### src/rtl/mem_access_pkg.sv
// Shared definitions for the mem_access stage: datapath width, access size
// encodings, FSM states and small helpers.
package mem_access_pkg;

    localparam int unsigned XLEN = 64;

    typedef enum logic [1:0] {
        MEM_B = 2'b00,
        MEM_H = 2'b01,
        MEM_W = 2'b10,
        MEM_D = 2'b11
    } mem_size_e;

    typedef enum logic [1:0] {
        IDLE = 2'b00,
        BUS  = 2'b01,
        HOLD = 2'b10
    } state_e;

    function automatic logic [7:0] size_mask(input logic [1:0] size);
        case (mem_size_e'(size))
            MEM_B:   return 8'h01;
            MEM_H:   return 8'h03;
            MEM_W:   return 8'h0F;
            default: return 8'hFF;
        endcase
    endfunction

    function automatic logic is_misaligned(input logic [1:0] size, input logic [2:0] off);
        case (mem_size_e'(size))
            MEM_H:   return off[0];
            MEM_W:   return |off[1:0];
            MEM_D:   return |off;
            default: return 1'b0;
        endcase
    endfunction

endpackage

### src/rtl/mem_access_if.sv
// Data-bus request/acknowledge interface between mem_access (master) and memory (slave).
interface mem_access_if;

    logic                             bus_req;
    logic                             bus_we;
    logic [mem_access_pkg::XLEN-1:0] bus_addr;
    logic [mem_access_pkg::XLEN-1:0] bus_wdata;
    logic [7:0]                       bus_wstrb;
    logic                             bus_ack;
    logic [mem_access_pkg::XLEN-1:0] bus_rdata;

    modport master (
        output bus_req, bus_we, bus_addr, bus_wdata, bus_wstrb,
        input  bus_ack, bus_rdata
    );

    modport slave (
        input  bus_req, bus_we, bus_addr, bus_wdata, bus_wstrb,
        output bus_ack, bus_rdata
    );

endinterface

### src/rtl/mem_access_load_align.sv
// load_align: shifts the raw bus dword down to the access offset, truncates
// to the access size and sign- or zero-extends the result.
module load_align
    import mem_access_pkg::*;
(
    input  logic [XLEN-1:0] rdata,
    input  logic [2:0]      off,
    input  logic [1:0]      size,
    input  logic            load_unsigned,
    output logic [XLEN-1:0] result
);

    logic [XLEN-1:0] shifted;

    always_comb begin
        shifted = rdata >> {off, 3'b000};
        result  = shifted;
        case (mem_size_e'(size))
            MEM_B: result = load_unsigned ? {{(XLEN-8){1'b0}}, shifted[7:0]}
                                          : {{(XLEN-8){shifted[7]}}, shifted[7:0]};
            MEM_H: result = load_unsigned ? {{(XLEN-16){1'b0}}, shifted[15:0]}
                                          : {{(XLEN-16){shifted[15]}}, shifted[15:0]};
            MEM_W: result = load_unsigned ? {{(XLEN-32){1'b0}}, shifted[31:0]}
                                          : {{(XLEN-32){shifted[31]}}, shifted[31:0]};
            default: result = shifted;
        endcase
    end

endmodule

### src/rtl/mem_access.sv
// mem_access: memory-access pipeline stage between execute and writeback.
// Optional feature macro: MEM_MISALIGN_CHECK_EN (misaligned accesses skip the bus and flag out_misalign).
module mem_access
    import mem_access_pkg::*;
(
    input  logic            clk,
    input  logic            rst,

    input  logic            in_valid,
    output logic            in_ready,
    input  logic [XLEN-1:0] in_exc_data,
    input  logic [XLEN-1:0] in_store_data,
    input  logic            in_is_load,
    input  logic            in_is_store,
    input  logic [1:0]      in_size,
    input  logic            in_unsigned,
    input  logic [4:0]      in_rd,
    input  logic            in_rd_wen,

    mem_access_if.master    bus,

    output logic            out_valid,
    input  logic            out_ready,
    output logic [XLEN-1:0] out_exc_data,
    output logic [XLEN-1:0] out_mem_data,
    output logic            out_isloadEnable,
    output logic [4:0]      out_rd,
    output logic            out_rd_wen
`ifdef MEM_MISALIGN_CHECK_EN
    ,
    output logic            out_misalign
`endif
);

    state_e          state_q, state_d;

    logic [XLEN-1:0] req_addr_q;
    logic [1:0]      req_size_q;
    logic            req_unsigned_q;
    logic            req_load_q;
    logic [4:0]      req_rd_q;
    logic            req_rd_wen_q;

    logic            accept;
    logic            is_mem;
    logic            misalign;
    logic            start_bus;
    logic            ack;
    logic [XLEN-1:0] load_result;

    load_align u_load_align (
        .rdata         (bus.bus_rdata),
        .off           (req_addr_q[2:0]),
        .size          (req_size_q),
        .load_unsigned (req_unsigned_q),
        .result        (load_result)
    );

    always_ff @(posedge clk) begin
        if (rst) state_q <= IDLE;
        else     state_q <= state_d;
    end

    always_comb begin
        state_d   = state_q;
        in_ready  = (state_q == IDLE) && (!out_valid || out_ready);
        accept    = in_valid && in_ready;
        is_mem    = in_is_load || in_is_store;
        misalign  = 1'b0;
`ifdef MEM_MISALIGN_CHECK_EN
        misalign  = is_mem && is_misaligned(in_size, in_exc_data[2:0]);
`endif
        start_bus = accept && is_mem && !misalign;
        ack       = (state_q == BUS) && bus.bus_req && bus.bus_ack;

        case (state_q)
            IDLE:    if (start_bus) state_d = BUS;
            BUS:     if (ack)       state_d = HOLD;
            HOLD:    if (out_ready) state_d = IDLE;
            default: state_d = IDLE;
        endcase
    end

    always_ff @(posedge clk) begin
        if (rst) begin
            bus.bus_req      <= 1'b0;
            bus.bus_we       <= 1'b0;
            bus.bus_addr     <= '0;
            bus.bus_wdata    <= '0;
            bus.bus_wstrb    <= '0;
            req_addr_q       <= '0;
            req_size_q       <= '0;
            req_unsigned_q   <= 1'b0;
            req_load_q       <= 1'b0;
            req_rd_q         <= '0;
            req_rd_wen_q     <= 1'b0;
            out_valid        <= 1'b0;
            out_exc_data     <= '0;
            out_mem_data     <= '0;
            out_isloadEnable <= 1'b0;
            out_rd           <= '0;
            out_rd_wen       <= 1'b0;
`ifdef MEM_MISALIGN_CHECK_EN
            out_misalign     <= 1'b0;
`endif
        end else begin
            // Retire first; a same-edge accept or ack below overrides this.
            if (out_valid && out_ready) out_valid <= 1'b0;

            if (start_bus) begin
                bus.bus_req    <= 1'b1;
                bus.bus_we     <= in_is_store;
                bus.bus_addr   <= {in_exc_data[XLEN-1:3], 3'b000};
                bus.bus_wdata  <= in_is_store ? (in_store_data << {in_exc_data[2:0], 3'b000}) : '0;
                bus.bus_wstrb  <= in_is_store ? 8'(size_mask(in_size) << in_exc_data[2:0]) : 8'hFF;
                req_addr_q     <= in_exc_data;
                req_size_q     <= in_size;
                req_unsigned_q <= in_unsigned;
                req_load_q     <= in_is_load;
                req_rd_q       <= in_rd;
                req_rd_wen_q   <= in_rd_wen;
                out_valid      <= 1'b0;
            end else if (accept) begin
                out_valid        <= 1'b1;
                out_exc_data     <= in_exc_data;
                out_mem_data     <= '0;
                out_isloadEnable <= 1'b0;
                out_rd           <= in_rd;
                out_rd_wen       <= in_rd_wen && !misalign;
`ifdef MEM_MISALIGN_CHECK_EN
                out_misalign     <= misalign;
`endif
            end

            if (ack) begin
                bus.bus_req      <= 1'b0;
                out_valid        <= 1'b1;
                out_exc_data     <= req_addr_q;
                out_mem_data     <= req_load_q ? load_result : '0;
                out_isloadEnable <= req_load_q && req_rd_wen_q;
                out_rd           <= req_rd_q;
                out_rd_wen       <= req_load_q && req_rd_wen_q;
`ifdef MEM_MISALIGN_CHECK_EN
                out_misalign     <= 1'b0;
`endif
            end
        end
    end

endmodule

### src/flat_wrapper.sv
// flat-port wrapper written by rule: the top's interface ports become plain ports
module mem_access_flat import mem_access_pkg::*;
  (clk, rst, in_valid, in_ready, in_exc_data, in_store_data, in_is_load, in_is_store, in_size, in_unsigned, in_rd, in_rd_wen, out_valid, out_ready, out_exc_data, out_mem_data, out_isloadEnable, out_rd, out_rd_wen, bus_bus_req, bus_bus_we, bus_bus_addr, bus_bus_wdata, bus_bus_wstrb, bus_bus_ack, bus_bus_rdata);
  mem_access_if bus_i ();
  input  logic clk;
  input  logic rst;
  input  logic in_valid;
  output logic in_ready;
  input  logic [XLEN-1:0] in_exc_data;
  input  logic [XLEN-1:0] in_store_data;
  input  logic in_is_load;
  input  logic in_is_store;
  input  logic [1:0] in_size;
  input  logic in_unsigned;
  input  logic [4:0] in_rd;
  input  logic in_rd_wen;
  output logic out_valid;
  input  logic out_ready;
  output logic [XLEN-1:0] out_exc_data;
  output logic [XLEN-1:0] out_mem_data;
  output logic out_isloadEnable;
  output logic [4:0] out_rd;
  output logic out_rd_wen;
  output wire logic [$bits(bus_i.bus_req)-1:0] bus_bus_req;
  output wire logic [$bits(bus_i.bus_we)-1:0] bus_bus_we;
  output wire logic [$bits(bus_i.bus_addr)-1:0] bus_bus_addr;
  output wire logic [$bits(bus_i.bus_wdata)-1:0] bus_bus_wdata;
  output wire logic [$bits(bus_i.bus_wstrb)-1:0] bus_bus_wstrb;
  input wire logic [$bits(bus_i.bus_ack)-1:0] bus_bus_ack;
  input wire logic [$bits(bus_i.bus_rdata)-1:0] bus_bus_rdata;
  assign bus_bus_req = bus_i.bus_req;
  assign bus_bus_we = bus_i.bus_we;
  assign bus_bus_addr = bus_i.bus_addr;
  assign bus_bus_wdata = bus_i.bus_wdata;
  assign bus_bus_wstrb = bus_i.bus_wstrb;
  assign bus_i.bus_ack = bus_bus_ack;
  assign bus_i.bus_rdata = bus_bus_rdata;
  mem_access u_core (.clk(clk), .rst(rst), .in_valid(in_valid), .in_ready(in_ready), .in_exc_data(in_exc_data), .in_store_data(in_store_data), .in_is_load(in_is_load), .in_is_store(in_is_store), .in_size(in_size), .in_unsigned(in_unsigned), .in_rd(in_rd), .in_rd_wen(in_rd_wen), .bus(bus_i), .out_valid(out_valid), .out_ready(out_ready), .out_exc_data(out_exc_data), .out_mem_data(out_mem_data), .out_isloadEnable(out_isloadEnable), .out_rd(out_rd), .out_rd_wen(out_rd_wen));
endmodule
### config.mk
export PLATFORM = sky130hd
export DESIGN_NAME = mem_access_flat
export DESIGN_NICKNAME = d
export VERILOG_FILES = /design/src/rtl/mem_access_pkg.sv /design/src/rtl/mem_access_if.sv /design/src/rtl/mem_access_load_align.sv /design/src/rtl/mem_access.sv /design/src/flat_wrapper.sv
export SDC_FILE = /design/constraint.sdc
export NUM_CORES = 1
export LEC_CHECK = 0
export ABC_AREA = 1
export BUFFER_PORTS_ARGS = -buffer_cell sky130_fd_sc_hd__buf_2
export CORE_AREA = 2 2 187 189
export CTS_CLUSTER_DIAMETER = 30
export CTS_CLUSTER_SIZE = 25
export DETAILED_ROUTE_END_ITERATION = 16
export DIE_AREA = 0 0 189 191
export HOLD_SLACK_MARGIN = 0.12
export MAX_ROUTING_LAYER = met4
export PLACE_DENSITY_LB_ADDON = 0.25
export SYNTH_ARGS = -nofsm -noshare
export SYNTH_HDL_FRONTEND = slang
export SYNTH_SLANG_ARGS = --single-unit
### constraint.sdc
create_clock -name clk -period 2.5 [get_ports clk]
set_input_delay 0.25 -clock clk [delete_from_list [all_inputs] [get_ports clk]]
set_output_delay 0.25 -clock clk [all_outputs]
set_load 0.02 [all_outputs]
# After elaboration in Yosys (flattened, before gate mapping)
# Index checks and enable logic that the tools add are counted.
# totals
regBits,347
out_inout_bits,275
word_cells,82
# classes
n_eq_ne,10
n_shift,3
muxes,33
reduce_logical,18
# ops
op,count
64-bit two-way mux,11
64-bit one-hot mux with 3 select lines,1
64-bit by 6-bit << shifter with 64-bit output,1
64-bit by 6-bit >> shifter with 64-bit output,1
8-bit two-way mux,3
8-bit one-hot mux with 3 select lines,1
5-bit two-way mux,3
1-bit two-way mux,10
8-bit by 3-bit << shifter with 8-bit output,1
1-bit logical AND,7
2-bit by 1-bit equality test with 1-bit output (second input constant),3
2-bit equality test (second input constant),3
2-bit logical NOT,3
2-bit two-way mux,3
2-bit one-hot mux with 3 select lines,1
2-bit by 1-bit != test with 1-bit output (second input constant),2
2-bit != test (second input constant),2
4-bit nonzero test,1
3-bit AND reduction,1
1-bit logical OR,2
2-bit AND reduction,1
2-bit nonzero test,1
2-bit OR reduction,1
1-bit logical NOT,1

# Longest topological paths before layout
# depth
depth_word,9
ltp_mapped,12
ltp_nobuf,9

# Hierarchy
# A second synthesis with hierarchy kept.
# hier_totals
hier_cells,2449
area_unflattened_um2,15663.8
# by_module_without_submodules
module,instances,cells_each,area_per_inst_um2
mem_access,1,1974,13285.2
load_align,1,475,2378.5

# Worst setup path before layout
# No wires, ideal clock.
# synth_path
path_type,flip-flop to flip-flop
from,register u_core.out_valid
to,register u_core.out_exc_data[0]
setup_ns,0.132
t_arrival_ns,1.743
required_time_ns,2.368
path_slack_ns,0.625
stages_incl_launch_ff,11
n_path_buf,2
synth_period_minus_slack_ns,1.875
path_cell_list,dfxtp_1 > inv_1 > nor2_1 > nor3_2 > nand2_2 > o21ai_4 > inv_2 > buf_4 > buf_2 > nand2_1 > a31oi_1
# synth_via
elab_chain_len,7
word_cells_on_any_way,8
# synth_rtl
item,line_no,source
"start, declared",mem_access.sv:22,"output logic out_valid,"
"start signal, assigned",mem_access.sv:97,out_valid <= 1'b0;
"start signal, assigned",mem_access.sv:108,if (out_valid && out_ready) out_valid <= 1'b0;
"start signal, assigned",mem_access.sv:122,out_valid <= 1'b0;
1-bit logical NOT (*),mem_access.sv:66,in_ready = (state_q == IDLE) && (!out_valid || out_ready);
1-bit logical OR (*),mem_access.sv:66,
1-bit logical AND (*),mem_access.sv:66,
via in_ready,flat_wrapper.sv:8,output logic in_ready;
1-bit logical AND (*),mem_access.sv:67,accept = in_valid && in_ready;
1-bit logical AND,mem_access.sv:73,start_bus = accept && is_mem && !misalign;
2-bit != test (no source line),-,
2-bit AND reduction (no source line) (*),-,
"end signal, assigned",mem_access.sv:125,out_exc_data <= in_exc_data;
"end signal, assigned",mem_access.sv:138,out_exc_data <= req_addr_q;
"end, declared",mem_access.sv:24,"output logic [XLEN-1:0] out_exc_data,"
# Mark *: on every way through the listed nets, which the timed path passes. The rest lies on a longest branch.
# A chain may end at the register's enable or synchronous reset.

# Worst setup path in the final report
# layout_path
from,register u_core.req_addr_q[0]
to,register u_core.out_mem_data[32]
# layout_via
elab_chain_len,5
word_cells_on_any_way,7
# layout_rtl
item,line_no,source
"start, declared",mem_access.sv:37,logic [XLEN-1:0] req_addr_q;
"start signal, assigned",mem_access.sv:116,req_addr_q <= in_exc_data;
64-bit by 6-bit >> shifter with 64-bit output (*),mem_access_load_align.sv:16,"shifted = rdata >> {off, 3'b000};"
64-bit two-way mux (on tied branches),"mem_access_load_align.sv:23, mem_access_load_align.sv:19, mem_access_load_align.sv:21",
64-bit one-hot mux with 3 select lines (*),mem_access_load_align.sv:18,case (mem_size_e'(size))
64-bit two-way mux (*),mem_access.sv:139,out_mem_data <= req_load_q ? load_result : '0;
64-bit two-way mux (*),mem_access.sv:135,if (ack) begin
"end signal, assigned",mem_access.sv:139,
"end, declared",mem_access.sv:25,"output logic [XLEN-1:0] out_mem_data,"
# Every way passes the cells marked *; elsewhere a longest branch is shown, timed or not.

==> results.py <==
metrics = {
    "worst_setup_path": {
        "crit_path_start_kind": "flop",
        "arrival_ns": 2.55,
        "crit_chain": "inv_2, nand2_1, nand3_1, nand3_1, nand2_1, nand2_2, nand2_2, o21ai_0, a21oi_1",
        "criticalPathCategory": "reg -> reg",
        "crit_slowest_cell": "nand2_2",
        "crit_path_end_kind": "flop",
        "cp_data_required_time_ns": 3.01,
        "crit_fanout": 32,
        "regToRegSetupSlack_ns": 0.46,
        "slowest_delay_ns": 0.41,
    },
    "timing": {
        "setup_viol": 0,
        "slew_headroom": 0.471,
        "rsz0062_at_grt": "no",
        "fin_skew_ns": 0.0194,
        "fin_crit_ns": 2.04,
        "fin_crit_sh": 0.816,
        "maxSlewViolCount": 0,
        "fmax_mhz": 490,
        "tns_ns": 0,
        "max_slew.worst_pin.slew_ns": 0.794,
        "final_hold_viol_count": 0,
    },
    "detailed_routing": {
        "drtAntennaViolNets": 0,
        "wl_um": 56800,
        "first_iter_violations": 1387,
        "first_pass_iters": 6,
        "post_drt_wl_per_cell_um": 18.1,
        "num_vias": 16900,
        "drc": 0,
        "vias_per_cell": 5.40,
    },
    "die": {
        "ios": 483,
        "die_w_um": 189,
        "fp.dieH_um": 191,
        "die-area_um2": 36100,
        "floorplan.initialDensity": 0.430,
        "fp-row-count": 68,
        "core_um2": 34100,
    },
    "cells_and_area": {
        "layout_common_cells": "nand2_1, buf_2, dfxtp_1",
        "layout-drive-gt1-share": 0.262,
        "nets": 2819,
        "layout_commonest_cell": "nand2_1",
        "fill_cells": 3152,
        "area_delta_synth_final_pct": 39.5,
        "postLayoutCellArea_um2": 20400,
    },
    "clocking": {
        "htree_levels": 3,
        "cts_buffer_depth": 3,
        "cts_buffers": 76,
        "post_cts_buffers": 0,
        "worstSkewPairLatency_ns": 0.59,
        "cts_tree": "done",
        "cts.reportedPaths.clkPinSlew_ns": 0.05,
        "root_buffer": "clkbuf_16",
        "cts.sinks": 286,
    },
    "logic_synthesis": {
        "async_flop_share": 0,
        "synth_cell_types": 36,
        "yosys.area.top_type": "dfxtp_1",
        "netlist.area_leader.share": 0.391,
        "yosysWarnings": 0,
        "yosys_most_used_dff": "dfxtp_1",
        "netlist_area_um2": 14700,
        "synth.yosys.seq_area_share": 0.391,
        "synth-edff-count": 0,
        "yosys-top-cells-area": "dfxtp_1, nand2_1, o21ai_0",
        "synth-seq-cells": 286,
        "avgSynthCellArea_um2": 6.73,
        "synthCells": 2177,
    },
    "global_routing": {
        "antenna_found_initial": 3,
        "grt_pass1_vias": 16100,
        "grt_pass1_wl_um": 86600,
        "gr-total-overflow": 0,
        "grt.total_usage": 0.310,
        "grt_max_degree": 137,
    },
    "power_and_ir_drop": {
        "ir_drop_uv": 621,
        "power.density_nw_per_um2": 893,
        "fin_total_pwr_mw": 18.3,
        "cellLeakagePower_nw": 9.47,
    },
    "worst_hold_path": {
        "min_path_type": "in -> reg",
    },
    "placement": {
        "io_buffers": 479,
        "place_area_um2": 16800,
        "gp_congestion": 0.959,
        "place.detailed.hpwl_um": 38200,
    },
    "run": {
        "drv_cap": 0,
    },
    "run_status": {
        "outcome": "finished clean",
    },
}
==> cell type report <==
cell class,count,area [um2],area share
Tap cell,455,569,0.0278
Inverter,64,241,0.0118
Multi-Input combinational cell,1579,7400,0.362
Clock inverter,41,627,0.0307
Antenna cell,3,7.51,0.000367
Sequential cell,286,5730,0.280
Timing Repair Buffer,604,3700,0.181
Clock buffer,101,2180,0.106
==> through the flow <==
step | instances | setup WS (ns) | hold WS, ns | util
floorplan | 2179 | 0.625 | 0.393 | -
global placement | 2907 | 0.516 | 0.449 | 0.493
detailed placement | 2907 | 0.528 | 0.453 | 0.493
CTS | 3130 | 0.479 | 0.121 | 0.599
global route | 3133 | 0.224 | 0.162 | 0.599
finish | 3133 | 0.459 | 0.138 | 0.599
==> synth_stat cells, drive strengths merged, types with 2 or more instances <==
library cell    n
o211a           2
o22ai           4
buf           144
nand2         593
a22oi           3
inv            62
clkinv          2
a31oi          75
mux2i          12
o31ai           2
nor3            3
a21oi         195
dfxtp         286
nand4          12
or2            21
o21ai         279
nor2          184
and2            2
o211ai         66
nand3         119
clkbuf        106
o221ai          3
==> repair_timing <==
| item | CTS | global route |
|---|---|---|
| endpoints found under the hold margin | 157 | 0 |
| resized for setup | 0 | 0 |
| hold buffers | 81 | 0 |
==> worst max-delay path, delay by kind of cell (launching register included) <==
| family | cells | cell delay (ns) |
|---|---|---|
| and+or+nand+nor | 6 | 0.99 |
| AOI/OAI and AO/OA | 2 | 0.34 |
| DFF | 1 | 0.33 |
| buffers and inverters | 1 | 0.30 |
==> layer usage <==
metal | wire length [um] | track usage
met4 | 2570 | 0.158
met1 | 22400 | 0.364
met3 | 5200 | 0.0766
met5 | 0 | -
met2 | 26600 | 0.494
==> worst paths after layout <==
path | startpoint | to | depth (start not counted)
max | u_core.req_addr_q[0]$_SDFFE_PP0P_ | u_core.out_mem_data[32]$_SDFFE_PP0P_ | 9
min | in_store_data[58] | u_core.bus.bus_wdata[58]$_SDFFE_PP0P_ | 5
min reg2reg | u_core.out_mem_data[0]$_SDFFE_PP0P_ | u_core.out_mem_data[0]$_SDFFE_PP0P_ | 2
max reg2reg | u_core.req_addr_q[0]$_SDFFE_PP0P_ | u_core.out_mem_data[32]$_SDFFE_PP0P_ | 9
==> cells by family (layout without fill, tap and decap cells) <==
kind of cell,after synthesis,after routing,share of synthesized area
multiplexers,12,12,0.00820
AO/OA/AOI/OAI,629,629,0.236
flip-flops,286,286,0.391
buffers and inverters,314,810,0.106
other,1,6,0.000256
AND/OR/NAND/NOR,935,935,0.259
==> power breakdown <==
| group | switching (mW) | internal (mW) | total (mW) |
|---|---|---|---|
| sequential | 0.165 | 4.83 | 5.00 |
| clock | 3.15 | 7.39 | 10.5 |
| combinational | 1.81 | 0.907 | 2.72 |
==> sequential cells by signal, summed over array words and instances, names as in the netlist, 2 cells and up <==
signal / flops
u_core.bus.bus_wdata: 64
u_core.out_exc_data: 64
u_core.out_mem_data: 64
u_core.req_addr_q: 63
u_core.bus.bus_wstrb: 8
u_core.out_rd: 5
u_core.req_rd_q: 5
u_core.req_size_q: 2
u_core.state_q: 2
Note: power is estimated with default switching activity, not from simulation.
